$ cat src/rtl/mask_generator_pkg.sv
// Shared GA definitions: LFSR polynomial, default seed, mask FSM encoding.
package mask_generator_pkg;

  localparam logic [31:0] LFSR_TAPS    = 32'h8020_0003;
  localparam logic [31:0] DEFAULT_SEED = 32'hACE1_2345;

  typedef enum logic [1:0] {
    IDLE = 2'd0,
    GEN  = 2'd1,
    HOLD = 2'd2
  } state_t;

  // One right shift of the Galois LFSR; taps fold in when bit 0 falls out.
  function automatic logic [31:0] lfsr_step(input logic [31:0] v);
    return (v >> 1) ^ (v[0] ? LFSR_TAPS : 32'h0);
  endfunction

endpackage

$ cat src/rtl/mask_generator_lfsr32.sv
// 32-bit Galois LFSR with synchronous seed load and advance enable.
module lfsr32
  import mask_generator_pkg::*;
#(
  parameter logic [31:0] SeedValue = DEFAULT_SEED
) (
  input  logic        clk,
  input  logic        rst,
  input  logic        load,
  input  logic [31:0] seed,
  input  logic        en,
  output logic [31:0] value
);

  // A zero state would lock the LFSR, so a zero seed falls back to the default.
  always_ff @(posedge clk or posedge rst) begin
    if (rst)       value <= SeedValue;
    else if (load) value <= (seed == 32'h0) ? SeedValue : seed;
    else if (en)   value <= lfsr_step(value);
  end

endmodule

$ cat src/rtl/mask_generator.sv
// Builds one crossover mask and two mutation masks per request, one bit per
// GEN cycle from the LFSR, and holds them until the consumer accepts.
module mask_generator
  import mask_generator_pkg::*;
#(
  parameter int          Width     = 32,
  parameter logic [31:0] SeedValue = DEFAULT_SEED
) (
  input  logic             clk,
  input  logic             rst,
  input  logic             seed_load,
  input  logic [31:0]      seed,
  input  logic             start,
  input  logic [7:0]       mutation_rate,
  input  logic             uniform,
  output logic             busy,
  output logic             valid,
  input  logic             ready,
  output logic [Width-1:0] crossover_mask,
  output logic [Width-1:0] daughter_mutation_mask,
  output logic [Width-1:0] son_mutation_mask
);

  localparam int CW = $clog2(Width);

  if (Width < 2 || Width > 256 || (Width & (Width - 1)) != 0) begin : g_bad_width
    $error("mask_generator: Width must be a power of two in 2..256");
  end

  state_t        state;
  logic          go;
  logic [CW-1:0] cnt;
  logic [CW-1:0] cut;
  logic [7:0]    rate;
  logic          uni;
  logic [31:0]   lfsr;

  logic          idle_free;
  logic          seed_take;
  logic          gen;
  logic          last;
  logic [CW-1:0] cut_now;
  logic          xo_bit;
  logic          dm_bit;
  logic          sm_bit;
  logic          lfsr_unused;

  // go marks the arm cycle between accepting start and entering GEN; it lets a
  // seed loaded alongside start be the very first LFSR value used.
  assign idle_free = (state == IDLE) && !go;
  assign seed_take = idle_free && seed_load;
  assign gen       = (state == GEN);
  assign last      = (cnt == CW'(Width - 1));

  // Cut point is taken from the first GEN value and frozen for the rest.
  assign cut_now = (cnt == '0) ? lfsr[24 +: CW] : cut;
  assign xo_bit  = uni ? lfsr[16] : (cnt < cut_now);
  assign dm_bit  = lfsr[7:0]  < rate;
  assign sm_bit  = lfsr[15:8] < rate;

  assign lfsr_unused = ^lfsr;

  lfsr32 #(.SeedValue(SeedValue)) u_lfsr (
    .clk   (clk),
    .rst   (rst),
    .load  (seed_take),
    .seed  (seed),
    .en    (gen),
    .value (lfsr)
  );

  always_ff @(posedge clk or posedge rst) begin
    if (rst) begin
      state                  <= IDLE;
      go                     <= 1'b0;
      cnt                    <= '0;
      cut                    <= '0;
      rate                   <= '0;
      uni                    <= 1'b0;
      busy                   <= 1'b0;
      valid                  <= 1'b0;
      crossover_mask         <= '0;
      daughter_mutation_mask <= '0;
      son_mutation_mask      <= '0;
    end else begin
      case (state)
        IDLE: begin
          if (go) begin
            state                  <= GEN;
            go                     <= 1'b0;
            busy                   <= 1'b1;
            cnt                    <= '0;
            crossover_mask         <= '0;
            daughter_mutation_mask <= '0;
            son_mutation_mask      <= '0;
          end else if (start) begin
            go   <= 1'b1;
            rate <= mutation_rate;
            uni  <= uniform;
          end
        end
        GEN: begin
          crossover_mask[cnt]         <= xo_bit;
          daughter_mutation_mask[cnt] <= dm_bit;
          son_mutation_mask[cnt]      <= sm_bit;
          if (cnt == '0) cut <= cut_now;
          cnt <= cnt + 1'b1;
          if (last) begin
            state <= HOLD;
            busy  <= 1'b0;
            valid <= 1'b1;
          end
        end
        HOLD: begin
          if (ready) begin
            state <= IDLE;
            valid <= 1'b0;
          end
        end
        default: state <= IDLE;
      endcase
    end
  end

endmodule

$ cat config.mk
export PLATFORM = sky130hd
export DESIGN_NAME = mask_generator
export DESIGN_NICKNAME = d
export VERILOG_FILES = /design/src/rtl/mask_generator_pkg.sv /design/src/rtl/mask_generator_lfsr32.sv /design/src/rtl/mask_generator.sv
export SDC_FILE = /design/constraint.sdc
export NUM_CORES = 1
export LEC_CHECK = 0
export ABC_AREA = 1
export CELL_PAD_IN_SITES_DETAIL_PLACEMENT = 1
export CELL_PAD_IN_SITES_GLOBAL_PLACEMENT = 2
export CORE_UTILIZATION = 25
export CTS_BUF_LIST = sky130_fd_sc_hd__clkbuf_4 sky130_fd_sc_hd__clkbuf_8
export DETAILED_ROUTE_END_ITERATION = 10
export GPL_TIMING_DRIVEN = 0
export PLACE_DENSITY_LB_ADDON = 0.1
export REMOVE_ABC_BUFFERS = 1
export SLEW_MARGIN = 20
export SYNTH_ARGS = -nofsm -noshare
export SYNTH_HDL_FRONTEND = slang
export SYNTH_SLANG_ARGS = --single-unit
export TNS_END_PERCENT = 100
$ cat constraint.sdc
create_clock -name clk -period 4.6 [get_ports clk]
set_input_delay 0.92 -clock clk [delete_from_list [all_inputs] [get_ports clk]]
set_output_delay 0.92 -clock clk [all_outputs]
set_load 0.03 [all_outputs]
### Word level (Yosys, flattened, before mapping)

Cells that the tools add are included.

* flip-flop bits (word level): 152
* bits of input ports: 46
* output and inout bits: 98

* add/sub/neg operators: 1
* $lt $le $gt $ge: 5
* equal/unequal tests: 6
* multiplexer cells: 29
* bitwise gates (word level): 2
* reduce and logical (&&, ||, !) cells: 16

Operators with widths (count)
* $pmux 32 s2: 3
* $mux 32: 5
* $bwmux 32: 3
* $logic_not 32->1: 1
* $xor 31x32->32: 1
* $lt 8x8->1: 2
* $reduce_and 3->1: 4
* $mux 5: 2
* $pmux 5 s2: 1
* $mux 1: 8
* $lt 5x6->1 const B: 1
* $mux 2: 3
* $pmux 2 s3: 1
* $reduce_bool 2->1: 3
* $add 5x1->5 const B: 1
* $demux 1 s5: 1
* $eq 5x5->1 const B: 1
* $ge 5x1->1 const B: 1
* $logic_not 5->1: 1
* $lt 5x5->1: 1
* $ne 2x2->1 const B: 2
* $pmux 1 s2: 2
* $reduce_and 2->1: 2
* $logic_and 1x1->1: 3
* other kinds (6): 6

### Depth between registers and ports, before layout

* word-level depth: 6
* gate-level depth with buffers: 16
* gate-level depth less buffers: 14

### Hierarchy

A second synthesis with hierarchy kept.

* cells, all modules: 909
* area total of the unflattened synthesis: 7268.2 um2

Modules (own cells, without submodules)
* mask_generator: instances 1, cells an instance 663, area each 5496.5 um2, seq. area each 3002.9 um2
* lfsr32: instances 1, cells an instance 246, area each 1771.7 um2, seq. area each 818.3 um2

### Worst setup path before layout

No wires, ideal clock.

* kind: register to register
* start point: reg cnt[0]
* end point: reg crossover_mask[0]
* setup time: 0.117 ns
* arrival time: 2.029 ns
* required time: 4.483 ns
* slack: 2.454 ns
* stages on the path, launching flop included: 16
* path buffers: 2
* path through: dfrtp_1 -> inv_1 -> ha_1 -> buf_2 -> nand3_4 -> inv_1 -> o21ai_0 -> ha_1 -> nand2_1 -> o21ai_0 -> nor2_1 -> nand2_1 -> nand2_4 -> buf_6 -> nand2_1 -> nand2_1

* longest elaborated chain between the ends: 6
* elaborated cells between the ends (all ways): 11

Ends and longest elaborated chain
* start, declared: RTL line mask_generator.sv:32 `logic [CW-1:0] cnt;`
* start signal, assigned: RTL line mask_generator.sv:107 `cnt <= cnt + 1'b1;`
* $lt 5x6->1 (implied by the code) (tied with other cells): RTL line mask_generator.sv:103 `crossover_mask[cnt] <= xo_bit;`
* $logic_and 1x1->1 (implied by the code) / $mux 5 (equally long branches): RTL line mask_generator.sv:103, mask_generator.sv:56
* $mux 1 (implied by the code) / $lt 5x5->1 (equally long branches): RTL line mask_generator.sv:103, mask_generator.sv:57
* $demux 1 s5 / $mux 1 (equally long branches): RTL line mask_generator.sv:103, mask_generator.sv:57
* $bwmux 32 (*): RTL line mask_generator.sv:103
* $pmux 32 s2 (*): RTL line mask_generator.sv:86 `case (state)`
* end signal, assigned by index: RTL line mask_generator.sv:103
* end, declared: RTL line mask_generator.sv:19 `output logic [Width-1:0] crossover_mask,`

Mark *: on every way between the ends. The rest lies on a longest branch, timed or not.
A chain may end at the register's enable or synchronous reset.

### Worst setup path in the final report

* start point: reg cnt[0]
* end point: reg crossover_mask[3]

Same word-level chain as after synthesis.

==> flow_summary_export.csv <==
group,metric,value,unit
clocking,cts_tree,"yes",
placed_design,hpwl,16.1,mm
timing,fmax,346,MHz
floorplanning,die_w,174,µm
route,routed-via-count,6393,
floorplanning,die_h,174,µm
critical_path,required,4990,ps
floorplanning,ios,144,
finish,diodes,0,
finish,nFillCells,3426,
power,p_total,0.00738,W
timing,hold_violations,0,
status,status,"finished, final reports clean",
route,avgRoutedWirePerCell,16.0,µm
global_route,grt_pass1_vias,6661,
global_route,grt_max_degree,84,
critical_path,crit_type,"flip-flop to flip-flop",
timing,setup_viol,0,
clocking,postCtsSetupBuffers,0,
finish,seqCellArea,3820,µm²
timing,maxSlewViolCount,0,
placed_design,port_buffers,143,
global_route,grtUsageTotal,16.1,%
timing,min_period_over_period,62.8,%
clocking,ctsHoldBuffers,0,
clocking,htreeDepth,4,
clocking,post_cts_resized,0,
critical_path,arrival,3280,ps
critical_path,reg2reg_from,"cnt[0]",
timing,min_period,2890,ps
yosys,async_reset_ff_share,100,%
timing,rsz0062_at_grt,"false",
run,drv_cap,0,
finish,multiInputGateArea,3200,µm²
global_route,grt_pass1_wl,38.3,mm
route,wirelength,23.2,mm
global_route,antenna_found_initial,0,
power,pwr_density_cell,755,nW/µm²
timing,hold_ws,484,ps
clocking,cts_inserted_buffers,17,
critical_path,rrSetupSlack,1710,ps
placed_design,routabilityCongestion,0.720,
hold_path,hold_start,"daughter_mutation_mask[28]",
yosys,mappedNetlistArea,7430,µm²
power,p_leak,4.63,nW
floorplanning,rows,62,
critical_path,cp-endpoint,"crossover_mask[3]",
clocking,clockBufferDepth,2,
clocking,clk_latency,450,ps
route,ant_nets,0,
yosys,syn_inst,920,
route,drt_iter0_markers,350,
clocking,root_buffer,"clkbuf_8",
yosys,ys.flop_type,"dfrtp_1",
critical_path,r2r_cells,14,
route,drc,0,
yosys,synth-seq-area-share,51.4,%
floorplanning,die-area,30400,µm²
clocking,clock-sinks,152,
critical_path,path_max_fanout,32,
critical_path,cp-start-kind,"flip-flop",
route,drt-pass1-iter-count,4,
finish,drive_gt1_share,9.95,%
yosys,yosysWarnings,0,
critical_path,crit_path_end_kind,"flip-flop",
yosys,ys_types,32,
timing,worst_pin_slew,700,ps
floorplanning,coreArea,28900,µm²
timing,max_slew_margin,53.3,%
yosys,syn_avg_cell_area,8.07,µm²
finish,area_delta_synth_final,31.5,%
yosys,ys_ff_latch,152,
hold_path,min_path_type,"flip-flop to flip-flop",
critical_path,cp-startpoint,"cnt[0]",
clocking,path_clk_slew,90,ps
yosys,synth_edf_count,0,
finish,finalNetCount,1121,
critical_path,r2r-end,"crossover_mask[3]",
timing,fin_skew,20.1,ps
route,viasPerCell,4.41,
global_route,grt_overflow,0,
floorplanning,start_util,25.7,%
power,peakVddDrop,0.272,mV
==> per-stage QoR <==
step	setup slack (ps)	utilization [%]	instance area [µm²]	setup TNS, ps	std cells
CTS	1670	33.8	9770	0	1449
global route	1430	33.8	9770	0	1449
floorplan	-390	-	7200	-53810	881
global placement	-3290	31.5	9110	-471640	1408
finish	1710	33.8	9770	0	1449
detailed placement	1680	32.2	9330	0	1417
==> report_power, final <==
part | internal, W | total, W | switching, W | leakage [nW]
Combinational | 0.00140 | 0.00387 | 0.00246 | 2.51
Clock | 0.000613 | 0.00117 | 0.000561 | 0.216
Sequential | 0.00195 | 0.00234 | 0.000393 | 1.90
Total | 0.00396 | 0.00738 | 0.00342 | 4.63
==> critical path: stages, from the launching register on <==
cell,delay (ps)
dfrtp_1,420
inv_1,160
ha_1,490
nand3_4,170
inv_1,130
nand2_1,50
o21ai_0,110
ha_1,300
a21oi_1,130
o21ai_0,90
nor2_1,90
nand2_1,90
nand2_4,390
nand2_1,110
nand2_1,80
==> worst min path at each step <==
stage,endpoint,cells past startpoint
2_1_floorplan,u_lfsr.value[18],2
5_1_grt,state[1],1
6_report,daughter_mutation_mask[28],2
3_5_place_dp,son_mutation_mask[3],2
3_3_place_gp,busy,2
4_1_cts,son_mutation_mask[3],2
==> cells by family (layout without fill, tap and decap cells) <==
kind of cell	count (synthesis)	count (layout)	synth area share, %
fa+ha+maj	23	23	3.87
mux	1	1	0.152
xor+xnor	1	1	0.118
simple gates	569	569	32.2
flops	152	152	51.4
compound gates	81	81	6.40
buf+inv	93	238	5.83
==> cell usage in the layout (no fill, tap or decap), types with 5 or more instances in the layout <==
cell type / Yosys / final
nor2_2: 26 / 27
inv_1: 50 / 49
nand2_1: 338 / 336
nand3_1: 85 / 85
ha_1: 23 / 23
dfstp_2: 14 / 14
a21oi_1: 25 / 25
clkbuf_8: 0 / 17
dfrtp_1: 138 / 138
a211oi_1: 6 / 6
nor2_1: 103 / 101
clkdlybuf4s50_1: 0 / 143
o21ai_0: 25 / 25
nand2_2: 3 / 5
o21a_1: 6 / 6
o22ai_1: 11 / 11
==> area by class of cell <==
type	instances	area share, %
clock inverter	13	1.99
tap	384	4.92
sequential	152	39.1
multi-input combinational	675	32.8
timing repair buffer	152	16.4
clock buffer	19	2.55
inverter	54	2.18
==> layer usage <==
metal,vias to the layer above,global-route usage (%),part of all wire (%)
met1,3083,22.2,49
met5,-,0,0
met3,11,3.15,3.5
met2,107,26.0,47
li1,3192,-,-
met4,0,3.40,0.73
==> synth_stat cells (5+ instances only) <==
library cell | instances | area, µm²
a211oi_1 | 6 | 45.0
dfrtp_1 | 138 | 3450
o22ai_1 | 11 | 68.8
nor2_2 | 26 | 163
buf_2 | 22 | 110
ha_1 | 23 | 288
o21ai_0 | 25 | 125
a21oi_1 | 25 | 125
o21a_1 | 6 | 45.0
nand2_1 | 338 | 1270
nor2_1 | 103 | 387
buf_6 | 5 | 56.3
buf_4 | 5 | 37.5
dfstp_2 | 14 | 368
inv_1 | 50 | 188
nand3_1 | 85 | 425
clkbuf_1 | 7 | 26.3
==> state kept, by name, indices dropped and copies added (netlist names) <==
register / cells
cut: 5
u_lfsr.value: 32
crossover_mask: 32
valid: 1
son_mutation_mask: 32
state: 2
uni: 1
go: 1
daughter_mutation_mask: 32
rate: 8
busy: 1
cnt: 5
Note: power is estimated with default switching activity, not from simulation.
